===== config.mk =====
export PLATFORM = sky130hd
export DESIGN_NAME = pipeline_sequencer
export DESIGN_NICKNAME = d
export VERILOG_FILES = /design/src/rtl/pipeline_sequencer.sv
export SDC_FILE = /design/constraint.sdc
export NUM_CORES = 1
export LEC_CHECK = 0
export CAP_MARGIN = 0
export CORE_UTILIZATION = 38
export CTS_BUF_LIST = sky130_fd_sc_hd__clkbuf_8
export DETAILED_ROUTE_END_ITERATION = 8
export PLACE_DENSITY = 0.83
export SKIP_CTS_REPAIR_TIMING = 1
export SLEW_MARGIN = 20
export SYNTH_ARGS = -nofsm -noshare
export SYNTH_HDL_FRONTEND = slang
export SYNTH_SLANG_ARGS = --single-unit

===== constraint.sdc =====
create_clock -name CLK -period 2.1 [get_ports CLK]
set_input_delay 0.315 -clock CLK [delete_from_list [all_inputs] [get_ports CLK]]
set_output_delay 0.315 -clock CLK [all_outputs]
set_load 0.01 [all_outputs]

===== src/rtl/pipeline_sequencer.sv =====
// Pipeline sequencer: hazard/flush/PC-select control plus single-level IRQ entry and eret.
// Ports: EX/ID hazard and branch/jump inputs, IRQ request/enable -> stall, flushes, PCsel,
//        irq_ack, and the registered EPC, supervisor flag (super_mode) and saturating irq_cnt.
module pipeline_sequencer (
  input  logic        CLK,
  input  logic        reset,
  input  logic        EX_MemRd,
  input  logic [4:0]  EX_rt,
  input  logic [4:0]  ID_rs,
  input  logic [4:0]  ID_rt,
  input  logic        ID_valid,
  input  logic [1:0]  ID_PCsrc,
  input  logic        ID_Eret,
  input  logic        EX_BrTaken,
  input  logic [31:0] ID_PC,
  input  logic [31:0] EX_ConBA,
  input  logic        IRQsig,
  input  logic        IRQen,
  output logic        stall,
  output logic        IF_Flush,
  output logic        ID_Flush,
  output logic [2:0]  PCsel,
  output logic        super_mode,
  output logic        irq_ack,
  output logic [31:0] EPC,
  output logic [7:0]  irq_cnt
);

  typedef enum logic [1:0] {RUN, ENTER, ISR, EXIT} state_t;

  localparam logic [2:0] SEL_SEQ   = 3'd0;
  localparam logic [2:0] SEL_BR    = 3'd1;
  localparam logic [2:0] SEL_JUMP  = 3'd2;
  localparam logic [2:0] SEL_REG   = 3'd3;
  localparam logic [2:0] SEL_VEC   = 3'd4;
  localparam logic [2:0] SEL_EPC   = 3'd5;

  state_t state, state_nxt;
  logic   load_use;
  logic   take;

  assign load_use = EX_MemRd && (EX_rt != 5'd0) && ((EX_rt == ID_rs) || (EX_rt == ID_rt));
  // A request is only taken against a real ID instruction, so EPC always names
  // something worth re-executing; bubbles simply defer the request.
  assign take = (state == RUN) && IRQsig && IRQen && ID_valid;

  always_comb begin
    stall     = 1'b0;
    IF_Flush  = 1'b0;
    ID_Flush  = 1'b0;
    PCsel     = SEL_SEQ;
    irq_ack   = 1'b0;
    state_nxt = state;
    if (!reset) begin
      if (take) begin
        // The ID instruction is squashed and refetched from EPC, so any
        // load-use stall against it is moot.
        IF_Flush  = 1'b1;
        ID_Flush  = 1'b1;
        state_nxt = ENTER;
      end else if (state == ENTER) begin
        IF_Flush  = 1'b1;
        PCsel     = SEL_VEC;
        irq_ack   = 1'b1;
        state_nxt = ISR;
      end else begin
        if (state == EXIT)
          state_nxt = RUN;
        if (EX_BrTaken) begin
          IF_Flush = 1'b1;
          ID_Flush = 1'b1;
          PCsel    = SEL_BR;
        end else if (load_use) begin
          stall    = 1'b1;
          ID_Flush = 1'b1;
        end else if ((state == ISR) && ID_Eret) begin
          IF_Flush  = 1'b1;
          PCsel     = SEL_EPC;
          state_nxt = EXIT;
        end else if (ID_PCsrc == 2'd1) begin
          IF_Flush = 1'b1;
          PCsel    = SEL_JUMP;
        end else if ((ID_PCsrc == 2'd2) || ID_Eret) begin
          // Outside the ISR an eret is just a JR $26.
          IF_Flush = 1'b1;
          PCsel    = SEL_REG;
        end
      end
    end
  end

  always_ff @(posedge CLK) begin
    if (reset) begin
      state      <= RUN;
      EPC        <= 32'd0;
      super_mode <= 1'b0;
      irq_cnt    <= 8'd0;
    end else begin
      state <= state_nxt;
      if (take)
        // A taken branch in EX means ID is on the wrong path; resume at the target.
        EPC <= EX_BrTaken ? EX_ConBA : ID_PC;
      if (state == ENTER) begin
        super_mode <= 1'b1;
        if (irq_cnt != 8'hFF)
          irq_cnt <= irq_cnt + 8'd1;
      end
      if (state == EXIT)
        super_mode <= 1'b0;
    end
  end

endmodule


==> summary.md <==
| Metric | Value |
|---|---|
| Detailed-route DRC error count | 0 |
| H-Tree Depth | 2 |
| GR Util met3 | 0.0442 |
| Setup CP Type | in2out |
| Initial Util | 0.397 |
| Status | finished, final reports clean |
| Antenna diode count | 0 |
| Global routing met1 resource utilization | 0.211 |
| Power share of the combinational group | 0.265 |
| Count of synthesis-stage warnings from yosys | 0 |
| Width of the chip | slightly below 80 um |
| Tightest Hold Check Type | in2reg |
| Sw Pwr | 476 uW |
| Half-perimeter wire length after placement | between 4 and 5 mm |
| Worst Setup Start Kind | input pin |
| Clock network latency to the later pin of the worst-skew pair | 0.28 ns |
| CTS clk-pin slew, worst paths | roughly 0.080 ns |
| Number of clock buffers inserted by TritonCTS | 5 |
| Routed WL per cell | 13.6 um |
| Layout overhead on the synthesized area | 75.7% |
| Global placement routability congestion | 0.800 |
| Share of the clock period used by the worst path | 0.953 |
| Required time at the endpoint of the critical path | ~1.8 ns |
| Synthesized flop and latch total | 43 |
| Clock Tree Buf Depth | 2 |
| Power per cell area | ~480 nW/um^2 |
| Synthesized net count | approximately 340 |
| Grt ovf | 0 |
| Core Util, Final | 0.697 |
| Tightest hold margin | roughly 0.44 ns |
| Clock share of power | 0.267 |
| Count of final setup violators | 0 |
| Final worst-path setup slack | a little under 0.1 ns |
| Overall power consumption | approximately 1.9 mW |
| Fraction of layout instances using a drive strength above 1 | 0.114 |
| Number of distinct library cells after synthesis | 34 |
| Slew of the pin with the lowest slew margin | approximately 0.44 ns |
| Via density | around 5.0 |
| Final Hold Vio Count | 0 |
| Number of global-route vias before repair | about 2100 |
| Total die area | 6090 um^2 |
| Period minus WS final | around 2 ns |
| # nets final | 480 |
| Worst-case vdd ir drop | between 0.3 and 0.4 mV |
| Sink count of the clock tree | 43 |
| Placement Setup Slack | -0.563 ns |
| WL final | ~6.2 mm |
| Antenna violations before repair | 0 |
| Detailed Route Iter0 Violations | 71 |
| Cell-internal power | about 1.4 mW |
| Post-route cell area | a little under 4000 um^2 |
| Seq/Total Area, Yosys | 0.392 |
| Core Rows | 27 |
| Switching part of the total power | 0.256 |
| Final worst clock skew | ~0.0036 ns |
| Antenna viol nets, final | 0 |
| Number of max-cap violations | 0 |
| Filler Cell Count | between 400 and 500 |
| Static Leak | ~1.6 nW |
| Top fanout value on the critical path | 7 |
| TritonCTS clock tree | yes |
| Endpoint arrival time on the critical path | around 1.7 ns |
| Cell total after placement | between 400 and 500 |
| Type of destination of the critical path | output port |
| Setup TNS | 0 ns |
| Slew HR | 0.703 |
| Vias after detailed routing | between 2000 and 2500 |
| Top-level port count | approximately 140 |
| Mapped Area | ~2200 um^2 |
| Placed cell areas | 3680 um^2 |
| Placeable Area | 5540 um^2 |
| Top achievable clock speed | between 400 and 500 MHz |
| Sequential power share | 0.468 |
| Pin count of the biggest net entering global routing | between 50 and 60 |
| Port Buffer Count | between 100 and 150 |
| Chip height | just under 80 um |
| Final non-filler cell total | 458 |
| Pins Over Slew Limit | 0 |
| Pre-antenna DRT Iters | 4 |
| Avg Synthesized Cell Area | about 9 um^2 |
| Post-Synthesis Cells | 244 |
| Met2 capacity usage during global routing | 0.369 |
| Root buffer cell | clkbuf_8 |
| First-pass GRT wire length | 9.44 mm |
| Most crowded layer after global routing | met2 |
| All-layer global routing usage | 0.192 |
-- final cells by class --
class                           instances  area, um^2  share of cell area
Clock inverter                          3        16.3             0.00421
Timing Repair Buffer                  152        1490               0.387
Clock buffer                            5        68.8              0.0178
Tap cell                               72        90.1              0.0233
Multi-Input combinational cell        180        1320               0.342
Inverter                                3        11.3             0.00292
Sequential cell                        43         861               0.223
-- state kept, by name, indices dropped and copies added, names as in the netlist --
signal	cells
super_mode	1
EPC	32
state	2
irq_cnt	8
-- kinds of logic after synthesis --
kind of cell             Yosys count  share of synthesized area
AND/OR/NAND/NOR                   76                      0.154
AO/OA/AOI/OAI                     49                      0.165
flip-flops                        43                      0.392
multiplexers                      33                      0.150
buffers and inverters             21                     0.0415
XOR/XNOR                          16                     0.0637
adder cells (fa/ha/maj)            6                     0.0341
-- power groups by stage --
stage / logic [mW] / clock network, mW / registers, mW
detailed placement: 0.485 / 0 / 0.889
finish: 0.492 / 0.495 / 0.869
CTS: 0.486 / 0.509 / 0.869
floorplan: 0.168 / 0 / 0.905
global placement: 0.476 / 0 / 0.886
global route: 0.529 / 0.554 / 0.875
-- per-layer routing --
metal  up-vias  share of wire
li1       1152              -
met1      1050           0.39
met2        79           0.53
met3         4          0.064
met4         0         0.0088
met5         -              0
-- Yosys cell counts --
cell type	n	share of area
and3_1	1	0.0028
o21ai_2	1	0.0040
nor2b_1	1	0.0028
o31a_1	1	0.0040
or4_4	1	0.0051
nand2_1	8	0.014
xnor2_1	6	0.024
nand4_1	1	0.0028
or4_1	1	0.0034
ha_1	6	0.034
a21oi_2	1	0.0040
o211ai_1	1	0.0034
and4_1	2	0.0080
or3_1	1	0.0028
a21o_1	1	0.0034
o2bb2ai_1	1	0.0040
nor3_1	7	0.016
dfxtp_1	43	0.39
nand3_1	5	0.011
o31ai_2	1	0.0057
nor2_1	46	0.079
and2_1	1	0.0028
a21oi_1	4	0.0091
and3_2	1	0.0034
o311ai_0	1	0.0040
a311o_1	1	0.0046
clkbuf_1	8	0.014
o22ai_1	1	0.0028
buf_2	10	0.023
inv_1	3	0.0051
mux2i_1	33	0.15
o21ai_0	3	0.0068
xor2_1	10	0.040
a211oi_1	32	0.11
-- placed cells by master, fill, tap and decap left out, types with 2 or more instances in the layout --
cell and instances:
mux2i_1 33, nand3_1 5, ha_1 5, nor3_1 3
inv_1 4, xor2_1 10, buf_4 15, a21oi_1 4
nor3_2 3, buf_6 2, xnor2_2 2, xnor2_1 4
nand2_1 8, clkbuf_8 5, clkdlybuf4s50_1 117, nor2_1 44
dlymetal6s2s_1 13, o21ai_0 2, dfxtp_1 43, a211oi_1 32
buf_2 4
-- critical path, cell delays in order --
cell	delay, ns
clkdlybuf4s50_1	0.51
xnor2_2	0.13
nand3_1	0.13
a21oi_4	0.28
and3_4	0.23
buf_6	0.09
-- final timing paths --
kind	from	endpoint	slack, ns	depth (start not counted)
worst max-delay path	ID_rt[1]	stall	0.1	6
worst min-delay path	reset	state[1]	0.44	3
worst max register to register	state[0]	EPC[20]	0.29	7
worst min register to register	super_mode	super_mode	0.50	2
No activity file was read; power rests on OpenSTA's default activity.
